--- config.mk ---
export PLATFORM = sky130hd
export DESIGN_NAME = booth_digit_sequencer
export DESIGN_NICKNAME = d
export VERILOG_FILES = /design/src/rtl/booth_digit_sequencer.sv
export SDC_FILE = /design/constraint.sdc
export NUM_CORES = 1
export LEC_CHECK = 0
export CORE_AREA = 3 3 50 52
export CTS_CLUSTER_DIAMETER = 200
export DETAILED_ROUTE_END_ITERATION = 12
export DIE_AREA = 0 0 53 55
export PLACE_DENSITY = 0.69
export SLEW_MARGIN = 20
export SYNTH_ARGS = -nofsm -noshare
export SYNTH_HDL_FRONTEND = slang
export SYNTH_SLANG_ARGS = --single-unit
--- constraint.sdc ---
create_clock -name clk -period 2.8 [get_ports clk]
set_input_delay 0.7 -clock clk [delete_from_list [all_inputs] [get_ports clk]]
set_output_delay 0.7 -clock clk [all_outputs]
set_load 0.01 [all_outputs]
--- src/rtl/booth_digit_sequencer.sv ---
// Radix-4 Booth encoder/sequencer: accepts a multiplier operand and emits one
// {shift, neg, zero} Booth digit per handshake, LSB group first.
module booth_digit_sequencer #(
    parameter int unsigned WIDTH = 8,
    parameter int unsigned IDX_W = 3
) (
    input  logic             clk,
    input  logic             rst_n,
    input  logic             in_valid,
    output logic             in_ready,
    input  logic [WIDTH-1:0] in_multiplier,
    input  logic             in_signed,
    output logic             dig_valid,
    input  logic             dig_ready,
    output logic             dig_shift,
    output logic             dig_neg,
    output logic             dig_zero,
    output logic [IDX_W-1:0] dig_index,
    output logic             dig_last
);

    localparam int unsigned SW = WIDTH + 3;
    localparam logic [IDX_W-1:0] LAST_SIGNED   = IDX_W'(WIDTH / 2 - 1);
    localparam logic [IDX_W-1:0] LAST_UNSIGNED = IDX_W'(WIDTH / 2);

    typedef enum logic {
        IDLE = 1'b0,
        EMIT = 1'b1
    } state_t;

    state_t           state, state_d;
    logic [SW-1:0]    s, s_d;
    logic [IDX_W-1:0] last_idx, last_idx_d;
    logic [IDX_W-1:0] idx_d;
    logic             shift_d, neg_d, zero_d, last_d;
    logic [1:0]       ext;

    // Triplet {b(2k+1), b(2k), b(2k-1)} -> {shift, neg, zero}
    function automatic logic [2:0] booth(input logic [2:0] t);
        case (t)
            3'b001, 3'b010: booth = 3'b000;
            3'b011:         booth = 3'b100;
            3'b100:         booth = 3'b110;
            3'b101, 3'b110: booth = 3'b010;
            default:        booth = 3'b001;
        endcase
    endfunction

    assign ext       = in_signed ? {2{in_multiplier[WIDTH-1]}} : 2'b00;
    assign in_ready  = (state == IDLE);
    assign dig_valid = (state == EMIT);

    // Next-state and next-digit decode; digit outputs are registered so the
    // decode targets the triplet that will sit at S[2:0] after this edge.
    always_comb begin
        state_d    = state;
        s_d        = s;
        last_idx_d = last_idx;
        idx_d      = dig_index;
        shift_d    = dig_shift;
        neg_d      = dig_neg;
        zero_d     = dig_zero;
        last_d     = dig_last;
        case (state)
            IDLE: begin
                if (in_valid) begin
                    s_d                      = {ext, in_multiplier, 1'b0};
                    last_idx_d               = in_signed ? LAST_SIGNED : LAST_UNSIGNED;
                    idx_d                    = '0;
                    {shift_d, neg_d, zero_d} = booth({in_multiplier[1:0], 1'b0});
                    last_d                   = 1'b0;
                    state_d                  = EMIT;
                end
            end
            EMIT: begin
                if (dig_ready) begin
                    if (dig_last) begin
                        state_d                  = IDLE;
                        s_d                      = '0;
                        idx_d                    = '0;
                        {shift_d, neg_d, zero_d} = 3'b000;
                        last_d                   = 1'b0;
                    end else begin
                        s_d                      = {{2{s[SW-1]}}, s[SW-1:2]};
                        idx_d                    = dig_index + 1'b1;
                        {shift_d, neg_d, zero_d} = booth(s[4:2]);
                        last_d                   = (idx_d == last_idx);
                    end
                end
            end
            default: state_d = IDLE;
        endcase
    end

    // State, scan register and registered digit outputs
    always_ff @(posedge clk) begin
        if (!rst_n) begin
            state     <= IDLE;
            s         <= '0;
            last_idx  <= '0;
            dig_index <= '0;
            dig_shift <= 1'b0;
            dig_neg   <= 1'b0;
            dig_zero  <= 1'b0;
            dig_last  <= 1'b0;
        end else begin
            state     <= state_d;
            s         <= s_d;
            last_idx  <= last_idx_d;
            dig_index <= idx_d;
            dig_shift <= shift_d;
            dig_neg   <= neg_d;
            dig_zero  <= zero_d;
            dig_last  <= last_d;
        end
    end

endmodule

# After elaboration in Yosys (flattened, before gate mapping)
# Cells that the tools add are included.
[word_totals]
register_bits = 22
in_bits = 13
out_inout_bits = 9
[classes]
add_sub_neg = 1
eq_ne = 13
mux = 32
n_bitwise = 1
n_reduce_logical = 5
[ops]
columns = ["op", "n"]
rows = [
  ["$mux 11", 3],
  ["$pmux 11 s2", 1],
  ["$mux 1", 15],
  ["$mux 3", 4],
  ["$pmux 3 s4", 1],
  ["$pmux 1 s2", 5],
  ["$eq 3x3->1 const B", 3],
  ["$pmux 3 s3", 1],
  ["$eq 3x2->1 const B", 2],
  ["$ne 2x2->1 const B", 3],
  ["$pmux 3 s2", 1],
  ["$eq 2x2->1 const B", 2],
  ["$reduce_and 2->1", 2],
  ["$reduce_or 2->1", 2],
  ["$add 3x1->3 const B", 1],
  ["$eq 3x1->1 const B", 1],
  ["$eq 3x3->1", 1],
  ["$reduce_and 3->1", 1],
  ["$eq 2x1->1 const B", 1],
  ["$mux 2", 1],
  ["$not 1->1", 1],
]

# Logic depth before layout (Yosys ltp)
[depth]
depth_word = 6
ltp_mapped = 4
ltp_nobuf = 4

# Worst setup path before layout
# OpenSTA, ideal clock, no wires.
[synth_path]
kind = "register to output"
startpoint = "register state, in the netlist dig_valid"
endpoint = "output port in_ready"
arrival_time_ns = 0.721
setup_slack_ns = 1.379
path_stages_with_launch = 3
path_buffers = 1
path_cell_list = "dfxtp_1 -> buf_2 -> inv_1"
[synth_via]
elab_chain_len = 1
[synth_rtl]
columns = ["element", "line", "text"]
rows = [
  ["from (decl)", "31", "state_t state, state_d;"],
  ["from (signal assigned)", "107", "state <= state_d;"],
  ["$not 1->1", "--", ""],
  ["to (decl)", "10", "output logic in_ready,"],
]
# No other way between the ends.

# Worst setup path in the final report
[layout_path]
startpoint = "register state, in the netlist dig_valid"
endpoint = "output port dig_valid"
[layout_rtl]
columns = ["element", "line", "text"]
rows = [
  ["to (decl)", "13", "output logic dig_valid,"],
]
# No word-level cell between the ends.

==> impl_metrics.py <==
metrics = {
    "yosys": {
        "synth_area_um2": 894.6,
        "async_flop_share_pct": 0,
        "yosysTopAreaCellShare_pct": 42.52,
        "syn_area_per_cell_um2": 8.686,
        "yosysWarnings": 0,
        "synth_top_area_cell": "dfxtp_1",
        "synth_area_leaders": "dfxtp_1 (43%), a21oi_1 (6.7%), o21ai_0 (5.0%)",
        "ys_ff_latch": 19,
        "synth_commonest_cells": "dfxtp_1 (19), a21oi_1 (12), nand2_1 (11)",
        "synth_most_common_cell": "dfxtp_1",
        "ys_seq_area_share_pct": 42.52,
        "synthDistinctLibCells": 31,
        "synth-edff-count": 0,
        "synthFlopType": "dfxtp_1",
        "postSynthCellCount": 103,
        "syn_nets": 117,
    },
    "critical_path": {
        "cp_max_fo": 16,
        "crit_chain": "clkdlybuf4s50_1",
        "path_delay_family": "flip-flops",
        "max_stage_delay_ns": 0.63,
        "r2r_end": "s[10]$_SDFFE_PN0P_",
        "cpMaxStageDelayCell": "dfxtp_1",
        "r2r_slack_ns": 1.09,
        "reg2reg_depth": 3,
        "startpoint": "dig_valid$_SDFF_PN0_",
        "crit_type": "reg -> out",
        "endpoint": "dig_valid",
        "cp_num_buf_inv": 1,
        "r2r_start": "dig_valid$_SDFF_PN0_",
        "worstPathArrival_ns": 1.55,
        "cp-start-kind": "flip-flop",
        "cp.depth": 1,
        "cp.required_ns": 2.10,
        "end_kind": "primary output",
    },
    "clocking": {
        "clock_latency_ns": 0.30,
        "cts_root_buf": "clkbuf_4",
        "clk_path_buf_depth": 2,
        "cts_max_level": 1,
        "hold_buffers": 0,
        "cts.sinks": 19,
        "cts_tree": "yes",
        "cts_resized": 0,
        "postCtsSetupBuffers": 0,
        "clk_pin_slew_ns": 0.11,
        "numCtsBuffers": 3,
    },
    "flow_run": {
        "maxCapViolations": 0,
    },
    "finish": {
        "nets": 138,
        "drive_above_1_share_pct": 5.691,
        "antenna_cells": 0,
        "final_core_util_pct": 53.29,
        "area_growth_pct": 27.97,
    },
    "route": {
        "vias_per_cell": 5.232,
        "drtIter0Drc": 13,
        "vias": 790,
        "wl_per_cell_um": 12.84,
        "firstDrtPassIters": 3,
        "drc": 0,
        "drtAntennaViolNets": 0,
        "wl_um": 1939,
    },
    "run_status": {
        "status": "completed",
    },
    "sta": {
        "slew_viol_final": 0,
        "rsz0062_at_grt": "false",
        "min_period_over_period_pct": 80.35,
        "hold_viol_final": 0,
        "worstMarginPinSlew_ns": 0.7010,
        "setup_viol": 0,
        "finalCriticalPeriod_ns": 2.250,
        "hold_ws_ns": 0.4620,
        "maxSlewHeadroom_pct": 52.34,
        "worst_clock_skew_ns": 0.007440,
        "max_freq_ghz": 0.4445,
        "finalSetupTns_ns": 0,
    },
    "power": {
        "p_per_area_nw_per_um2": 463.3,
        "peakVddDrop_mv": 0.3150,
        "power.leakage_nw": 0.4344,
    },
    "global_route": {
        "antenna_found_initial": 0,
        "grt_pass1_wl_um": 3111,
        "gr-usage-all-layers_pct": 14.49,
        "grt_max_degree": 17,
        "grt_pass1_vias": 712,
        "overflow": 0,
    },
    "floorplan": {
        "start_util_pct": 41.64,
        "die_h_um": 55,
        "die_x_um": 53,
        "die_area_um2": 2915,
        "fp.coreArea_um2": 2148,
        "placement_rows": 17,
        "io_pins": 22,
    },
    "place": {
        "gp_congestion": 0.7959,
        "dpl.hpwl_um": 1386,
        "port_buffers": 21,
    },
    "min_path": {
        "worstHoldPathType": "reg -> reg",
    },
}
## where the power goes
part,internal [mW],leakage [nW],switching [mW]
logic,0.0484,0.261,0.0428
clock network,0.0531,0.0177,0.0861
registers,0.286,0.156,0.0144
total,0.387,0.434,0.143
## registers in the layout (all words and copies together), names as in the netlist
signal	flops
s	9
dig_index	3
last_idx	2
dig_last	1
dig_neg	1
dig_shift	1
dig_valid	1
dig_zero	1
## per-stage QoR
stage / power (mW) / cell area [um2] / std cells / setup WS, ns
after floorplan: 0.3532 / 894.6 / 103 / 1.379
after global placement: 0.3946 / 1114 / 147 / 0.4140
after detailed placement: 0.3963 / 1114 / 147 / 0.3427
after CTS: 0.5348 / 1141 / 151 / 0.5656
after global routing: 0.5570 / 1145 / 151 / 0.4711
final: 0.5304 / 1145 / 151 / 0.5503
## layer usage
metal	track usage (%)	wire, um
met2	23.55	843
met4	6.383	13
met5	0	0
met1	18.92	993
met3	2.413	89
## worst min path at each step
stage / from / end / slack [ns] / depth (start not counted)
final: s[7]$_SDFFE_PN0P_ / s[7]$_SDFFE_PN0P_ / 0.46 / 2
after global routing: s[7]$_SDFFE_PN0P_ / s[7]$_SDFFE_PN0P_ / 0.49 / 2
after CTS: s[7]$_SDFFE_PN0P_ / s[7]$_SDFFE_PN0P_ / 0.46 / 2
after detailed placement: s[7]$_SDFFE_PN0P_ / s[7]$_SDFFE_PN0P_ / 0.45 / 2
after global placement: s[7]$_SDFFE_PN0P_ / s[7]$_SDFFE_PN0P_ / 0.45 / 2
after floorplan: s[5]$_SDFFE_PN0P_ / s[5]$_SDFFE_PN0P_ / 0.43 / 2
## logic make-up after synthesis
family | Yosys count | share of synthesized area (%)
AND/OR/NAND/NOR | 35 | 23.22
XOR/XNOR | 2 | 1.958
AO/OA/AOI/OAI | 35 | 23.22
multiplexers | 3 | 3.497
buffers and inverters | 8 | 4.195
adder cells (fa/ha/maj) | 1 | 1.398
flip-flops | 19 | 42.52
## layout make-up
cell class | instances | area [um2]
fill | 216 | 1003
tap | 28 | 35.03
clock inverter | 1 | 5.005
sequential | 19 | 380.4
inverter | 3 | 11.26
clock buffer | 3 | 22.52
multi-input combinational | 76 | 480.5
timing repair buffer | 21 | 210.2
## layout by cell type, fill, tap and decap left out, types with 3 or more instances in the layout
cell type | netlist | layout
and3b_1 | 4 | 4
inv_1 | 3 | 3
a22oi_1 | 6 | 6
o21ai_0 | 9 | 9
a21oi_1 | 12 | 12
nand2_1 | 11 | 11
nor2_1 | 5 | 5
clkdlybuf4s50_1 | 0 | 21
dfxtp_1 | 19 | 19
clkbuf_4 | 0 | 3
(Power assumes the default switching activity.)
